## src/rtl/fir_uart_pkg.sv

```systemverilog
// Shared types and constants for the FIR output UART stage.
package fir_uart_pkg;

    typedef enum logic [1:0] {IDLE, START, DATA, STOP} uart_state_t;

    localparam int BW_OUT_DEF = 8;
    // Start bit + data bits + stop bit, for the default sample width.
    localparam int FRAME_BITS = BW_OUT_DEF + 2;

endpackage

```

## src/rtl/fir_out_fifo.sv

```systemverilog
// Small synchronous FIFO buffering FIR samples ahead of the serialiser.
// Occupancy is tracked explicitly so full/empty never rely on pointer equality.
module fir_out_fifo
    import fir_uart_pkg::*;
#(
    parameter int WIDTH = 8,
    parameter int DEPTH = 4,
    localparam int AW = (DEPTH > 1) ? $clog2(DEPTH) : 1,
    localparam int LW = $clog2(DEPTH + 1)
) (
    input  logic             clk,
    input  logic             reset,
    input  logic             push,
    input  logic             pop,
    input  logic [WIDTH-1:0] wdata,
    output logic [WIDTH-1:0] rdata,
    output logic             full,
    output logic             empty,
    output logic [LW-1:0]    level
);

    logic [WIDTH-1:0] r_mem [DEPTH];
    logic [AW-1:0]    r_wptr;
    logic [AW-1:0]    r_rptr;
    logic [LW-1:0]    r_level;
    logic             w_wr;
    logic             w_rd;

    // A pop on the same edge frees the slot, so full + pop still takes the push.
    assign w_wr  = push & (~full | pop);
    assign w_rd  = pop & ~empty;
    assign full  = (r_level == LW'(DEPTH));
    assign empty = (r_level == '0);
    assign level = r_level;
    assign rdata = r_mem[r_rptr];

    always_ff @(posedge clk) begin
        if (w_wr) r_mem[r_wptr] <= wdata;
    end

    always_ff @(posedge clk or negedge reset) begin
        if (!reset) begin
            r_wptr  <= '0;
            r_rptr  <= '0;
            r_level <= '0;
        end else begin
            if (w_wr) r_wptr <= r_wptr + AW'(1);
            if (w_rd) r_rptr <= r_rptr + AW'(1);
            r_level <= r_level + LW'(w_wr) - LW'(w_rd);
        end
    end

endmodule

```

## src/rtl/fir_uart_tx.sv

```systemverilog
// FIR output serialiser: buffers samples and sends each as an 8N1-style
// frame (start, BW_out data bits LSB first, stop) on a single pin.
module fir_uart_tx
    import fir_uart_pkg::*;
#(
    parameter int BW_out       = 8,
    parameter int CLKS_PER_BIT = 4,
    parameter int FIFO_DEPTH   = 4,
    localparam int LW  = $clog2(FIFO_DEPTH + 1),
    localparam int CW  = (CLKS_PER_BIT > 1) ? $clog2(CLKS_PER_BIT) : 1,
    localparam int BWW = (BW_out > 1) ? $clog2(BW_out) : 1
) (
    input  logic              clk,
    input  logic              reset,
    input  logic [BW_out-1:0] sample_in,
    input  logic              sample_valid,
    output logic              tx,
    output logic              busy,
    output logic              overflow,
    output logic [LW-1:0]     fifo_level
);

    uart_state_t       r_state, w_state_n;
    logic [CW-1:0]     r_cyc, w_cyc_n;
    logic [BWW-1:0]    r_bit, w_bit_n;
    logic [BW_out-1:0] r_shift, w_shift_n, w_shift_dn;
    logic              r_tx, w_tx_n;
    logic              r_busy, w_busy_n;
    logic              r_ovf;
    logic              w_pop;
    logic              w_full;
    logic              w_empty;
    logic              w_last_cyc;
    logic [BW_out-1:0] w_rdata;

    fir_out_fifo #(
        .WIDTH (BW_out),
        .DEPTH (FIFO_DEPTH)
    ) u_fifo (
        .clk   (clk),
        .reset (reset),
        .push  (sample_valid),
        .pop   (w_pop),
        .wdata (sample_in),
        .rdata (w_rdata),
        .full  (w_full),
        .empty (w_empty),
        .level (fifo_level)
    );

    assign w_last_cyc = (r_cyc == CW'(CLKS_PER_BIT - 1));
    assign w_shift_dn = r_shift >> 1;

    // tx is computed one cycle ahead so the pin comes straight from a flop.
    always_comb begin
        w_state_n = r_state;
        w_cyc_n   = r_cyc;
        w_bit_n   = r_bit;
        w_shift_n = r_shift;
        w_tx_n    = r_tx;
        w_busy_n  = r_busy;
        w_pop     = 1'b0;
        unique case (r_state)
            IDLE: begin
                w_tx_n   = 1'b1;
                w_busy_n = 1'b0;
                if (!w_empty) begin
                    w_pop     = 1'b1;
                    w_shift_n = w_rdata;
                    w_state_n = START;
                    w_cyc_n   = '0;
                    w_tx_n    = 1'b0;
                    w_busy_n  = 1'b1;
                end
            end
            START: begin
                w_cyc_n = r_cyc + CW'(1);
                if (w_last_cyc) begin
                    w_state_n = DATA;
                    w_cyc_n   = '0;
                    w_bit_n   = '0;
                    w_tx_n    = r_shift[0];
                end
            end
            DATA: begin
                w_cyc_n = r_cyc + CW'(1);
                if (w_last_cyc) begin
                    w_cyc_n = '0;
                    if (r_bit == BWW'(BW_out - 1)) begin
                        w_state_n = STOP;
                        w_tx_n    = 1'b1;
                    end else begin
                        w_bit_n   = r_bit + BWW'(1);
                        w_shift_n = w_shift_dn;
                        w_tx_n    = w_shift_dn[0];
                    end
                end
            end
            STOP: begin
                w_cyc_n = r_cyc + CW'(1);
                if (w_last_cyc) begin
                    w_cyc_n = '0;
                    if (!w_empty) begin
                        // Chain straight into the next frame with no idle gap.
                        w_pop     = 1'b1;
                        w_shift_n = w_rdata;
                        w_state_n = START;
                        w_tx_n    = 1'b0;
                    end else begin
                        w_state_n = IDLE;
                        w_tx_n    = 1'b1;
                        w_busy_n  = 1'b0;
                    end
                end
            end
            default: begin
                w_state_n = IDLE;
                w_tx_n    = 1'b1;
                w_busy_n  = 1'b0;
            end
        endcase
    end

    always_ff @(posedge clk or negedge reset) begin
        if (!reset) begin
            r_state <= IDLE;
            r_cyc   <= '0;
            r_bit   <= '0;
            r_shift <= '0;
            r_tx    <= 1'b1;
            r_busy  <= 1'b0;
            r_ovf   <= 1'b0;
        end else begin
            r_state <= w_state_n;
            r_cyc   <= w_cyc_n;
            r_bit   <= w_bit_n;
            r_shift <= w_shift_n;
            r_tx    <= w_tx_n;
            r_busy  <= w_busy_n;
            r_ovf   <= r_ovf | (sample_valid & w_full & ~w_pop);
        end
    end

    assign tx       = r_tx;
    assign busy     = r_busy;
    assign overflow = r_ovf;

endmodule

```

## config.mk

```make
export PLATFORM = sky130hd
export DESIGN_NAME = fir_uart_tx
export DESIGN_NICKNAME = d
export VERILOG_FILES = /design/src/rtl/fir_uart_pkg.sv /design/src/rtl/fir_out_fifo.sv /design/src/rtl/fir_uart_tx.sv
export SDC_FILE = /design/constraint.sdc
export NUM_CORES = 1
export LEC_CHECK = 0
export CAP_MARGIN = 20
export CORE_MARGIN = 2
export CORE_UTILIZATION = 32
export DETAILED_ROUTE_END_ITERATION = 8
export GPL_ROUTABILITY_DRIVEN = 0
export PLACE_DENSITY_LB_ADDON = 0.12
export SYNTH_ARGS = -nofsm -noshare
export SYNTH_HDL_FRONTEND = slang
export SYNTH_HIERARCHICAL = 1
export SYNTH_SLANG_ARGS = --single-unit
```

## constraint.sdc

```tcl
create_clock -name clk -period 7.55 [get_ports clk]
set_input_delay 1.51 -clock clk [delete_from_list [all_inputs] [get_ports clk]]
set_output_delay 1.51 -clock clk [all_outputs]
set_load 0.02 [all_outputs]
```

# Yosys cells after proc, flatten, opt, wreduce, memory -nomap -nowiden
# Memories as Yosys holds them, arrays and structs flattened.
# Index checks and enable logic that the tools add are counted.
# word_totals
in_bits	11
n_memories	1
register_bits	25
wordCells	83
out_inout_bits	6
mem_bits_rw	32
# op_classes
bitwise	9
add_sub_neg	6
muxes	33
n_eq_ne	13
reduce_logical	11
# memory_table
memory	words	word_bits	read_ports	rd_ports_with_merged_regs	write_ports	line	text
u_fifo.r_mem	4	8	1	0	1	fir_out_fifo.sv:22	logic [WIDTH-1:0] r_mem [DEPTH];
# op_table
op	n
$mux 8	4
$pmux 8 s3	1
$mux 2	7
$mux 1	12
$ne 2x2->1 const B	6
$mux 3	3
$pmux 2 s4	1
$reduce_and 4->1	2
$add 2x1->2 const B	3
$eq 2x2->1 const B	3
$eq 3x3->1 const B	2
$pmux 3 s2	1
$reduce_and 3->1	2
$reduce_and 5->1	1
$and 1x1->1	4
$pmux 1 s2	2
$pmux 1 s4	1
$pmux 2 s2	1
$reduce_bool 2->1	2
$add 3x1->3	1
$add 3x1->3 const B	1
$logic_not 3->1	1
$not 1->1	3
$reduce_bool 3->1	1
other kinds (6)	7

# Depth between registers and ports, before layout
# depth
depth_word	8
ltp_mapped	13
ltp_nobuf	13

# By module
# The synthesis kept the hierarchy.
# by_module_without_submodules
mod	seq_area_each_um2	cells_per_inst	n_inst	area_each_um2
fir_out_fifo	1136.1	78	1	1577.8
fir_uart_tx	451.7	91	1	998.5

# Worst setup path before layout
# OpenSTA, ideal clock, no wires.
# synth_path
path_type	input to register
from	input port sample_valid
to	register u_fifo.r_level[2] (netlist: u_fifo/level[2])
arrival_time_ps	2802
setup_time_ps	131
stages	9
setup_slack_ps	4617
t_required_ps	7419
n_path_buf	0
cell_sequence	o21a_4 > inv_1 > ha_1 > inv_1 > ha_1 > inv_1 > fa_1 > xnor2_1 > xnor2_1
# synth_between
elab_chain_len	3
# synth_lines
element	line	text
from (decl)	fir_uart_tx.sv:16	input logic sample_valid,
$and 1x1->1	fir_out_fifo.sv:30	assign w_wr = push & (~full | pop);
$add 3x1->3	fir_out_fifo.sv:49	r_level <= r_level + LW'(w_wr) - LW'(w_rd);
$sub 3x1->3	fir_out_fifo.sv:49	
to (signal assigned)	fir_out_fifo.sv:49	
to (decl)	fir_out_fifo.sv:25	logic [LW-1:0] r_level;
# No other way between the ends.
# A chain may end at the register's enable or synchronous reset.

# Worst setup path after layout
# Ends and elaborated chain as after synthesis.

==> summary.md <==
| Metric | Value |
|---|---|
| Mapped Area | 0.00258 sq mm |
| Total track usage | 11.4% |
| Hpwl dp | 3130 um |
| TritonCTS buffer count | 9 |
| CP startpoint kind | input pin |
| First-pass GRT wire length | 7420 um |
| Max clock buf depth | 2 |
| CTS sink cnt | 57 |
| RR Startpoint | u_fifo/level[1]$_DFF_PN0_ |
| Max Clock Freq | 0.314 GHz |
| ANT cells | 0 |
| Vias in the first global route | 1,508 |
| Slew headroom | 45.8% |
| Slew @ Worst Pin | 0.806 ns |
| DRT iter0 DRCs | 38 |
| CP max stage delay | 0.50 ns |
| Largest net degree at the start of global routing | 26 |
| Initial antenna violation count | 0 |
| RR Endpoint | u_fifo/level[2]$_DFF_PN0_ |
| Synth unique cells | 33 |
| Layout net count | 220 |
| Final wirelength | 4510 um |
| Synth Instances | 169 |
| Hold_ws | 0.476 ns |
| Hold Buf Count CTS | 0 |
| Worst clock skew | 0.00806 ns |
| GRT overflow | 0 |
| Drt pass-1 iters | 4 |
| Status | finished, final reports clean |
| Worst setup EP type | flop |
| I/O Pins | 17 |
| Final Hold Fails | 0 |
| Fillers | 732 |
| GR peak layer | met2 |
| Worst Setup EP | u_fifo/level[2]$_DFF_PN0_ |
| Sequential Area | 0.00159 sq mm |
| Layout cell share with drive strength beyond 1 | 24.1% |
| Number of synthesized register bits | 57 |
| Worst Path Class, Setup | in -> reg |
| Worst setup startpoint | sample_valid |
| Hold Startpoint | tx$_DFFE_PN1P_ |
| Die Wd | 93.7 um |
| H-tree lvl count | 3 |
| Via count | 1,425 |
| Placed Area | 0.00286 sq mm |
| Minimum clock period | 3.18 ns |
| Final setup viols | 0 |
| Post-route DRC | 0 |
| Register-to-Register Path Depth | 11 |
| Leak | 0.00116 uW |
| Synth async-reset ratio | 43.9% |
| Drt via density | 4.73 |
| Met3 Use GR | 3.69% |
| Most frequent cells in the layout | edfxtp_1, dfrtp_1, mux2_2, clkdlybuf4s50_1 |
| Per-cell routed wire length | 15.0 um |
| Prevailing post-synth register cell | edfxtp_1 |
| Site row count | 32 |
| Post-synthesis sequential area ratio | 61.6% |
| CP Depth | 10 |
| CP Data Required Time | 7.76 ns |
| Post-CTS sizing | 0 |
| Pwr per Cell Area | 430 mW/mm^2 |
| Initial Util | 33.2% |
| Maximum capacitance violations | 0 |
| Clock slew at reported path FFs | 0.07 ns |
| CP bufs+invs | 4 |
| R2R Setup Slk | 4.61 ns |
| Max FO, Critical Path | 7 |
| CP max-delay cell | clkdlybuf4s50_1 |
| EDFF count, synth | 32 |
| Met1 Use GR | 13.2% |
| Setup ws final | 4.37 ns |
| Core area | 0.00777 sq mm |
| Count of input and output buffers | 16 |
| Worst skew pair latency | 0.33 ns |
| Root buffer cell | clkbuf_8 |
| Max IR drop VDD | 0.128 mV |
| Design area | 0.00304 sq mm |
| Setup TNS | 0 ns |
| RSZ-0062 raised after global routing | no |
| Die Area | 0.00878 sq mm |
| Average size of a mapped cell | 15.2 sq um |
| Post CTS Setup Buffer Count | 0 |
| CP cell instances | clkdlybuf4s50_1 -> o21a_4 -> inv_1 -> ha_1 -> inv_1 -> ha_1 -> inv_1 -> fa_1 -> xnor2_1 -> xnor2_1 |
| Syn nets | 195 |
| Top delay family on crit path | adder cells |
| Top cell by count, worst path | inv_1 |
| GR Layer Usage met2 | 19.4% |
| Min-Delay Path Class | reg -> reg |
| Detail Route Antenna Nets | 0 |
| Area of the multi-input gates | 930 sq um |
| CTS tree | built |
| Final Cycle Share | 42.1% |
| Pre-CTS WS | 4.01 ns |
| WP data arrival | 3.39 ns |
| Max Slew Vio Count | 0 |
| Yosys warning total | 6 |
| P&R area growth vs syn | 18.2% |
| Util after Layout | 39.2% |
| Commonest non-fill, non-tap cell in the layout | edfxtp_1 |
| Die height | 93.7 um |
## worst register-to-register path, stage by stage, from the launching register on
cell	delay [ns]
dfrtp_1	0.45
nor3_1	0.69
nor3_1	0.22
o21a_4	0.30
inv_1	0.06
ha_1	0.22
inv_1	0.05
ha_1	0.12
inv_1	0.05
fa_1	0.38
xnor2_1	0.15
xnor2_1	0.13
## power by group
part,internal [uW],leakage [uW],total (uW),switching (uW)
logic,269,0.000481,515,245
registers,442,0.000588,522,80.1
clock network,150,0.0000897,272,122
## kinds of logic after synthesis
logic type,count (synthesis),share of synthesized area [%]
muxes,26,15.0
adders and majority gates,15,7.58
DFF,57,61.6
xor gates and xnor gates,5,1.70
and+or+nand+nor,29,5.59
AOI/OAI and AO/OA,22,6.26
buffers and inverters,15,2.28
## synth_stat cells, drive strengths merged, types with 2 or more instances
library cell | number | area share, %
o21ai | 7 | 1.4
dfrtp | 24 | 23
ha | 14 | 6.8
o311ai | 2 | 0.68
mux2 | 17 | 7.6
a22oi | 2 | 0.58
edfxtp | 32 | 37
and2 | 4 | 1.2
xnor2 | 4 | 1.4
a21oi | 4 | 1.2
o22ai | 2 | 0.49
nor3 | 5 | 0.97
buf | 3 | 0.53
nand3 | 2 | 0.39
nand2 | 14 | 2.0
mux4 | 8 | 7.0
inv | 12 | 1.7
## how the worst min path moves through the flow
stage	depth (start not counted)	end	slack [ns]
final	2	tx$_DFFE_PN1P_	0.48
after global routing	2	tx$_DFFE_PN1P_	0.51
after CTS	2	tx$_DFFE_PN1P_	0.48
after detailed placement	2	tx$_DFFE_PN1P_	0.47
after global placement	1	overflow$_DFF_PN0_	0.46
after floorplan	1	r_shift[2]$_DFFE_PN0P_	0.47
## final cells by class
cell class,instances,share of cell area (%)
clock buffers,10,4.19
clock inverters,6,1.93
inverters,12,1.48
multi-input cells,97,30.5
flip-flops and latches,57,52.2
well taps,102,4.19
repair buffers,17,5.51
## layer usage
metal	routed length (um)	part of all wire [%]
met1	1950	43
met2	2380	53
met3	134	3.0
met4	51	1.1
met5	0	0
## flip-flops by register name, indices dropped and copies added, names as in the netlist
name,cells
u_fifo/r_mem,32
r_shift,8
r_bit,3
u_fifo/level,3
r_cyc,2
r_state,2
u_fifo/r_rptr,2
u_fifo/r_wptr,2
busy,1
overflow,1
tx,1
## stage by stage
stage | total power [uW] | std cells
2_1_floorplan | 905 | 169
3_3_place_gp | 1020 | 285
3_5_place_dp | 1050 | 285
4_1_cts | 1330 | 301
5_1_grt | 1410 | 301
6_report | 1310 | 301
(Power assumes the default switching activity.)
